### config.mk
export PLATFORM = sky130hd
export DESIGN_NAME = mem_bus_ctrl
export DESIGN_NICKNAME = d
export VERILOG_FILES = /design/src/rtl/mem_bus_ctrl_pkg.sv /design/src/rtl/mem_bus_ctrl_sram_port.sv /design/src/rtl/mem_bus_ctrl.sv
export SDC_FILE = /design/constraint.sdc
export NUM_CORES = 1
export LEC_CHECK = 0
export ABC_AREA = 1
export BUFFER_PORTS_ARGS = -buffer_cell sky130_fd_sc_hd__buf_2
export CAP_MARGIN = 20
export CELL_PAD_IN_SITES_DETAIL_PLACEMENT = 2
export CELL_PAD_IN_SITES_GLOBAL_PLACEMENT = 2
export CORE_ASPECT_RATIO = 1.25
export CORE_MARGIN = 3
export CORE_UTILIZATION = 29
export CTS_CLUSTER_SIZE = 20
export DETAILED_ROUTE_END_ITERATION = 10
export GPL_ROUTABILITY_DRIVEN = 0
export PLACE_DENSITY_LB_ADDON = 0.08
export SLEW_MARGIN = 0
export SYNTH_ARGS = -nofsm -noshare
export SYNTH_HDL_FRONTEND = slang
export SYNTH_SLANG_ARGS = --single-unit
### constraint.sdc
create_clock -name clk -period 4.25 [get_ports clk]
set_input_delay 0.425 -clock clk [delete_from_list [all_inputs] [get_ports clk]]
set_output_delay 0.425 -clock clk [all_outputs]
set_load 0.01 [all_outputs]
### src/rtl/mem_bus_ctrl_pkg.sv
// Shared definitions for the data-side memory bus master: target codes, FSM states,
// UART register offsets and the LSR status byte layout.
package mem_bus_ctrl_pkg;

   typedef enum logic [1:0] {
      USE_BASE = 2'd0,
      USE_EXT  = 2'd1,
      USE_UART = 2'd2,
      USE_VGA  = 2'd3
   } mem_use_t;

   typedef enum logic [2:0] {
      IDLE         = 3'd0,
      SRAM_RD      = 3'd1,
      SRAM_WR      = 3'd2,
      SRAM_WR_END  = 3'd3,
      UART_TX_WAIT = 3'd4,
      DONE         = 3'd5
   } bus_state_t;

   localparam logic [2:0] UART_DATA_OFS = 3'd0;
   localparam logic [2:0] UART_LSR_OFS  = 3'd5;

   localparam int LSR_RX_READY_BIT = 0;
   localparam int LSR_TX_EMPTY_BIT = 5;

   function automatic logic [7:0] uart_lsr(input logic rx_ready, input logic tx_busy);
      logic [7:0] lsr;
      lsr = 8'h00;
      lsr[LSR_RX_READY_BIT] = rx_ready;
      lsr[LSR_TX_EMPTY_BIT] = ~tx_busy;
      return lsr;
   endfunction

endpackage

### src/rtl/mem_bus_ctrl_sram_port.sv
// One asynchronous SRAM port: drives ce/oe/we/be/data for a single access and
// times the strobe with a down-counter that completes at terminal count zero.
module mem_bus_ctrl_sram_port #(
   parameter int SRAM_WAIT = 2
) (
   input  logic        clk,
   input  logic        rst_n,
   input  logic        start,
   input  logic        we,
   input  logic [3:0]  be,
   input  logic [19:0] addr,
   input  logic [31:0] wdata,
   output logic        tc,
   output logic        done,
   output logic [31:0] rdata,
   output logic [19:0] ram_addr,
   output logic [3:0]  ram_be_n,
   output logic        ram_ce_n,
   output logic        ram_oe_n,
   output logic        ram_we_n,
   output logic [31:0] ram_data_o,
   output logic        ram_data_oe,
   input  logic [31:0] ram_data_i
);

   localparam int WAIT_W = (SRAM_WAIT > 1) ? $clog2(SRAM_WAIT) : 1;
   localparam logic [WAIT_W-1:0] WAIT_LOAD = WAIT_W'(SRAM_WAIT - 1);

   typedef enum logic [1:0] {P_IDLE, P_ACCESS, P_HOLD} phase_t;

   phase_t            phase;
   logic [WAIT_W-1:0] cnt;
   logic              we_q;

   assign tc    = (phase == P_ACCESS) && (cnt == '0);
   assign done  = (tc && !we_q) || (phase == P_HOLD);
   assign rdata = ram_data_i;

   always_ff @(posedge clk or negedge rst_n) begin
      if (!rst_n) begin
         phase       <= P_IDLE;
         cnt         <= '0;
         we_q        <= 1'b0;
         ram_addr    <= '0;
         ram_be_n    <= 4'hF;
         ram_ce_n    <= 1'b1;
         ram_oe_n    <= 1'b1;
         ram_we_n    <= 1'b1;
         ram_data_o  <= '0;
         ram_data_oe <= 1'b0;
      end else begin
         case (phase)
            P_IDLE: begin
               if (start) begin
                  phase    <= P_ACCESS;
                  cnt      <= WAIT_LOAD;
                  we_q     <= we;
                  ram_addr <= addr;
                  ram_ce_n <= 1'b0;
                  if (we) begin
                     ram_we_n    <= 1'b0;
                     ram_data_oe <= 1'b1;
                     ram_data_o  <= wdata;
                     ram_be_n    <= ~be;
                  end else begin
                     ram_oe_n <= 1'b0;
                     ram_be_n <= 4'h0;
                  end
               end
            end
            P_ACCESS: begin
               if (cnt != '0) begin
                  cnt <= cnt - 1'b1;
               end else if (we_q) begin
                  // we rises first; ce and data stay driven one more cycle for hold time
                  ram_we_n <= 1'b1;
                  phase    <= P_HOLD;
               end else begin
                  ram_ce_n <= 1'b1;
                  ram_oe_n <= 1'b1;
                  ram_be_n <= 4'hF;
                  phase    <= P_IDLE;
               end
            end
            P_HOLD: begin
               ram_ce_n    <= 1'b1;
               ram_data_oe <= 1'b0;
               ram_be_n    <= 4'hF;
               phase       <= P_IDLE;
            end
            default: phase <= P_IDLE;
         endcase
      end
   end

endmodule

### src/rtl/mem_bus_ctrl.sv
// Data-side memory bus master: runs one access per request to base/ext SRAM,
// the UART registers or the VGA framebuffer, then pulses mem_ready.
//
// state        | meaning
// IDLE         | waiting for mem_req; latches target and dispatches
// SRAM_RD      | selected SRAM ce/oe low until its wait counter expires
// SRAM_WR      | selected SRAM we low until its wait counter expires
// SRAM_WR_END  | we released, ce/data held one cycle
// UART_TX_WAIT | waiting for transmitter idle before tx_start
// DONE         | mem_ready high for one cycle
module mem_bus_ctrl
   import mem_bus_ctrl_pkg::*;
#(
   parameter int SRAM_WAIT = 2,
   parameter int VGA_AW    = 19
) (
   input  logic              clk,
   input  logic              rst_n,
   input  logic              mem_req,
   input  logic              mem_we,
   input  logic [31:0]       mem_addr,
   input  logic [31:0]       mem_wdata,
   input  logic [3:0]        mem_be,
   input  logic [1:0]        mem_use,
   input  logic [19:0]       ram_addr,
   output logic [31:0]       mem_rdata,
   output logic              mem_ready,
   output logic [19:0]       base_ram_addr,
   output logic [3:0]        base_ram_be_n,
   output logic              base_ram_ce_n,
   output logic              base_ram_oe_n,
   output logic              base_ram_we_n,
   output logic [31:0]       base_ram_data_o,
   output logic              base_ram_data_oe,
   input  logic [31:0]       base_ram_data_i,
   output logic [19:0]       ext_ram_addr,
   output logic [3:0]        ext_ram_be_n,
   output logic              ext_ram_ce_n,
   output logic              ext_ram_oe_n,
   output logic              ext_ram_we_n,
   output logic [31:0]       ext_ram_data_o,
   output logic              ext_ram_data_oe,
   input  logic [31:0]       ext_ram_data_i,
   input  logic              uart_rx_ready,
   input  logic [7:0]        uart_rx_data,
   output logic              uart_rx_clear,
   input  logic              uart_tx_busy,
   output logic              uart_tx_start,
   output logic [7:0]        uart_tx_data,
   output logic              vga_we,
   output logic [VGA_AW-1:0] vga_addr,
   output logic [7:0]        vga_wdata
);

   bus_state_t  state;
   mem_use_t    use_q;
   logic [7:0]  tx_byte_q;
   logic        accept;
   logic        base_start, ext_start;
   logic        base_tc, base_done, ext_tc, ext_done;
   logic [31:0] base_rdata, ext_rdata;
   logic        port_tc, port_done;
   logic [31:0] port_rdata;
   logic        unused_addr_bits;

   assign accept     = (state == IDLE) && mem_req;
   assign base_start = accept && (mem_use_t'(mem_use) == USE_BASE);
   assign ext_start  = accept && (mem_use_t'(mem_use) == USE_EXT);

   assign port_tc    = (use_q == USE_EXT) ? ext_tc    : base_tc;
   assign port_done  = (use_q == USE_EXT) ? ext_done  : base_done;
   assign port_rdata = (use_q == USE_EXT) ? ext_rdata : base_rdata;

   assign unused_addr_bits = ^mem_addr[31:VGA_AW];

   mem_bus_ctrl_sram_port #(.SRAM_WAIT(SRAM_WAIT)) u_base_port (
      .clk(clk), .rst_n(rst_n), .start(base_start), .we(mem_we), .be(mem_be),
      .addr(ram_addr), .wdata(mem_wdata), .tc(base_tc), .done(base_done), .rdata(base_rdata),
      .ram_addr(base_ram_addr), .ram_be_n(base_ram_be_n), .ram_ce_n(base_ram_ce_n),
      .ram_oe_n(base_ram_oe_n), .ram_we_n(base_ram_we_n), .ram_data_o(base_ram_data_o),
      .ram_data_oe(base_ram_data_oe), .ram_data_i(base_ram_data_i)
   );

   mem_bus_ctrl_sram_port #(.SRAM_WAIT(SRAM_WAIT)) u_ext_port (
      .clk(clk), .rst_n(rst_n), .start(ext_start), .we(mem_we), .be(mem_be),
      .addr(ram_addr), .wdata(mem_wdata), .tc(ext_tc), .done(ext_done), .rdata(ext_rdata),
      .ram_addr(ext_ram_addr), .ram_be_n(ext_ram_be_n), .ram_ce_n(ext_ram_ce_n),
      .ram_oe_n(ext_ram_oe_n), .ram_we_n(ext_ram_we_n), .ram_data_o(ext_ram_data_o),
      .ram_data_oe(ext_ram_data_oe), .ram_data_i(ext_ram_data_i)
   );

   always_ff @(posedge clk or negedge rst_n) begin
      if (!rst_n) begin
         state         <= IDLE;
         use_q         <= USE_BASE;
         tx_byte_q     <= '0;
         mem_ready     <= 1'b0;
         mem_rdata     <= '0;
         uart_rx_clear <= 1'b0;
         uart_tx_start <= 1'b0;
         uart_tx_data  <= '0;
         vga_we        <= 1'b0;
         vga_addr      <= '0;
         vga_wdata     <= '0;
      end else begin
         mem_ready     <= 1'b0;
         uart_rx_clear <= 1'b0;
         uart_tx_start <= 1'b0;
         vga_we        <= 1'b0;
         case (state)
            IDLE: begin
               if (mem_req) begin
                  use_q     <= mem_use_t'(mem_use);
                  tx_byte_q <= mem_wdata[7:0];
                  case (mem_use_t'(mem_use))
                     USE_BASE, USE_EXT: state <= mem_we ? SRAM_WR : SRAM_RD;
                     USE_UART: begin
                        if (mem_we) begin
                           if (mem_addr[2:0] == UART_DATA_OFS) begin
                              state <= UART_TX_WAIT;
                           end else begin
                              state     <= DONE;
                              mem_ready <= 1'b1;
                           end
                        end else begin
                           state     <= DONE;
                           mem_ready <= 1'b1;
                           case (mem_addr[2:0])
                              UART_DATA_OFS: begin
                                 mem_rdata     <= {24'b0, uart_rx_data};
                                 uart_rx_clear <= 1'b1;
                              end
                              UART_LSR_OFS: mem_rdata <= {16'b0, uart_lsr(uart_rx_ready, uart_tx_busy), 8'b0};
                              default:      mem_rdata <= '0;
                           endcase
                        end
                     end
                     default: begin
                        state     <= DONE;
                        mem_ready <= 1'b1;
                        if (mem_we) begin
                           vga_we    <= 1'b1;
                           vga_addr  <= mem_addr[VGA_AW-1:0];
                           vga_wdata <= mem_wdata[7:0];
                        end else begin
                           mem_rdata <= '0;
                        end
                     end
                  endcase
               end
            end
            SRAM_RD: begin
               if (port_done) begin
                  mem_rdata <= port_rdata;
                  mem_ready <= 1'b1;
                  state     <= DONE;
               end
            end
            SRAM_WR: begin
               if (port_tc) state <= SRAM_WR_END;
            end
            SRAM_WR_END: begin
               if (port_done) begin
                  mem_ready <= 1'b1;
                  state     <= DONE;
               end
            end
            UART_TX_WAIT: begin
               if (!uart_tx_busy) begin
                  uart_tx_start <= 1'b1;
                  uart_tx_data  <= tx_byte_q;
                  mem_ready     <= 1'b1;
                  state         <= DONE;
               end
            end
            DONE:    state <= IDLE;
            default: state <= IDLE;
         endcase
      end
   end

endmodule

==> metrics.md <==
| Metric | Value |
|---|---|
| Die H | `205 µm` |
| Post-synthesis mux area share | `0` |
| Die area | `0.0338 mm²` |
| I/O Buffers | `345` |
| Vias in the first global route | `9247` |
| Worst endpoint data arrival time | `2.95 ns` |
| Seq pwr share | `0.370` |
| GRT Overall Usage | `0.184` |
| Syn Inst Count | `1092` |
| Final Cycle Share | `0.587` |
| Worst VDD drop | `0.000332 V` |
| Starting Density | `0.295` |
| Compound-gate portion of the synthesized area | `0.0978` |
| Hold Fails Final Rpt | `6` |
| Post-CTS sizing | `0` |
| Drt pass-1 iters | `4` |
| P&R area growth vs syn | `31.7%` |
| Post-placement setup slack | `1.77 ns` |
| Met3 routed WL | `2720 µm` |
| Fin. max-slew vios | `0` |
| CTS tree | `built` |
| Clock power frac | `0.227` |
| Int Pwr | `5.35 mW` |
| Post-synth top area cell | `dfrtp_1` |
| Adder-Cell Fraction of Synth Area | `0.0123` |
| Syn nets | `1269` |
| Worst setup EP type | `flop` |
| Cell variety after synth | `28` |
| H-tree Lvls | `1` |
| Combinational share of power | `0.403` |
| Clk slew on worst S/H paths | `0.06 ns` |
| Worst-Skew Late Latency | `0.52 ns` |
| Fin cells | `1854` |
| Max-Cap Viols | `0` |
| Num CTS Buffers | `25` |
| Top cell type's share of synthesized area | `0.541` |
| Hold WS | `-0.0376 ns` |
| Status | `finished with violations` |
| Layout cells sized above 1 | `0.293` |
| Net load switching power | `3.67 mW` |
| Uppermost routed layer | `met5` |
| Clk_skew | `0.00763 ns` |
| Maximum clock insertion buffer count | `3` |
| Vias | `8545` |
| I/O pin count | `359` |
| Endpoints failing setup | `0` |
| Synthesized area | `0.00916 mm²` |
| Post-DP Area | `0.0113 mm²` |
| Post-CTS Setup Bufs | `0` |
| Sequential fraction of the synthesis area | `0.581` |
| Largest family of logic cells by synthesized area | `simple AND/OR/NAND/NOR gates` |
| Initial antenna violation count | `3` |
| Total negative setup slack | `0 ns` |
| Switching Share | `0.407` |
| Top achievable clock speed | `401 MHz` |
| # rows | `72` |
| # placed instances | `1806` |
| Startpoint types | `flop` |
| CP max FO | `32` |
| Final Critical Period | `2.50 ns` |
| Yosys warning total | `0` |
| GRT overflow | `0` |
| Synth Area in Simple Gates | `0.238` |
| Violated checks | `negative hold slack` |
| CP Class | `reg -> reg` |
| Worst slew pin tran | `0.894 ns` |
| Fill count | `3679` |
| Design area | `0.0121 mm²` |
| Hpwl dp | `22800 µm` |
| Total routed wirelength | `31500 µm` |
| Drt first-iter violations | `301` |
| Wire length per cell | `17.0 µm` |
| Die extent in x | `165 µm` |
| First-pass GRT wire length | `49800 µm` |
| Slew headroom | `0.404` |
| CTS Root Cell | `clkbuf_16` |
| Pwr/cell area | `747 mW/mm²` |
| Final ANT Viol Nets | `0` |
| Average size of a mapped cell | `8.39 µm²` |
| Core Area | `0.0311 mm²` |
| Synth Area in XOR/XNOR | `0` |
| Metal-1 WL | `12300 µm` |
| Met2 wire length | `15800 µm` |
| Main area contributors after synthesis | `dfrtp_1, nand2_1, o21ai_0` |
| Clock sinks | `212` |
| # hold bufs at CTS | `0` |
| Vias per cell | `4.61` |
| Post-synthesis register bit count | `212` |
| Setup WS post-layout | `1.75 ns` |
| P_leak | `6.90 nW` |
| Largest net degree at the start of global routing | `113` |
| CP required | `4.71 ns` |
| Type of the worst min-delay path | `in -> async` |
| Net count, final | `1604` |
| DRC | `0` |
| RSZ-0062 raised after global routing | `no` |
==> stage by stage <==
| step | power (mW) | util |
|---|---|---|
| global placement | 6.94 | 0.362 |
| CTS | 9.24 | 0.387 |
| detailed placement | 7.08 | 0.362 |
| finish | 9.01 | 0.388 |
| floorplan | 5.44 | - |
| global route | 9.83 | 0.388 |
==> flip-flops by register name (all words and copies together), names as in the netlist, 4 cells and up <==
name / count
vga_addr: 19
u_ext_port.ram_addr: 20
u_ext_port.ram_data_o: 32
vga_wdata: 8
u_base_port.ram_data_o: 32
tx_byte_q: 8
uart_tx_data: 8
u_base_port.ram_addr: 20
mem_rdata: 32
u_base_port.ram_be_n: 4
u_ext_port.ram_be_n: 4
==> synth_stat cells (all sizes together) <==
library cell and count:
nor4 1, a21boi 1, a21oi 27, dfstp 14
nor2 34, o211ai 1, clkbuf 21, o21ai 149
nor3 2, nand4 15, nand2 435, ha 9
inv 104, nand3 48, nand3b 2, clkinv 1
dfrtp 198, buf 30
==> cells by family (layout without fill, tap and decap cells) <==
kind of cell	count (synthesis)	in the layout
adder cells (fa/ha/maj)	9	9
flip-flops	212	212
AND/OR/NAND/NOR	537	537
AO/OA/AOI/OAI	178	178
buffers and inverters	156	509
other	0	2
==> worst max-delay path: stages (launching register included) <==
cell	delay, ns
dfrtp_1	0.44
inv_1	0.14
nand3_1	0.08
buf_4	0.24
inv_2	0.26
nand3_1	0.50
nand2_1	0.19
buf_4	0.36
nand2_1	0.10
nand2_1	0.09
==> power groups by stage <==
stage | combinational, mW | clock, mW | sequential (mW)
after floorplan | 1.76 | 0 | 3.68
after global placement | 3.61 | 0 | 3.33
after detailed placement | 3.72 | 0 | 3.36
after CTS | 3.75 | 2.14 | 3.35
after global routing | 4.14 | 2.22 | 3.47
final | 3.63 | 2.05 | 3.33
==> final cells by class <==
class                      instances  area [µm²]  area share
antenna                            2        5.00    0.000415
clock buffer                      40         752      0.0623
timing repair buffer             359        1850       0.154
multi-input combinational        724        3200       0.265
inverter                         105         394      0.0327
tap                              407         509      0.0422
sequential                       212        5320       0.441
clock inverter                     5        28.8     0.00239
==> layout by cell type, fill, tap and decap left out, types with 13 or more instances in the layout <==
master	netlist	final
nand4_1	14	14
nor2_1	28	28
o21ai_0	76	76
buf_4	1	13
dfrtp_1	198	198
buf_2	26	344
inv_1	100	100
a21oi_1	27	27
dfstp_2	14	14
nand3_1	48	47
nand2_1	433	433
o21ai_1	73	73
clkbuf_16	0	25
==> worst paths after layout <==
| check | slack [ns] | cells after the start | startpoint | endpoint |
|---|---|---|---|---|
| max | 1.75 | 9 | state[1] | mem_rdata[2] |
| min | -0.04 | 1 | rst_n | mem_rdata[12] |
| max reg2reg | 1.75 | 9 | state[1] | mem_rdata[2] |
| min reg2reg | 0.46 | 2 | u_base_port.ram_be_n[0] | u_base_port.ram_be_n[0] |
| max in group asynchronous | 3.26 | 2 | rst_n | u_ext_port.ram_be_n[2] |
| min in group clk | 0.10 | 3 | mem_addr[6] | vga_addr[6] |
==> per-layer routing <==
layer	vias to the layer above	track usage
li1	4099	-
met1	4170	0.213
met2	229	0.325
met3	43	0.0609
met4	4	0.0450
met5	-	0
Power figures use the tool's default switching activity.
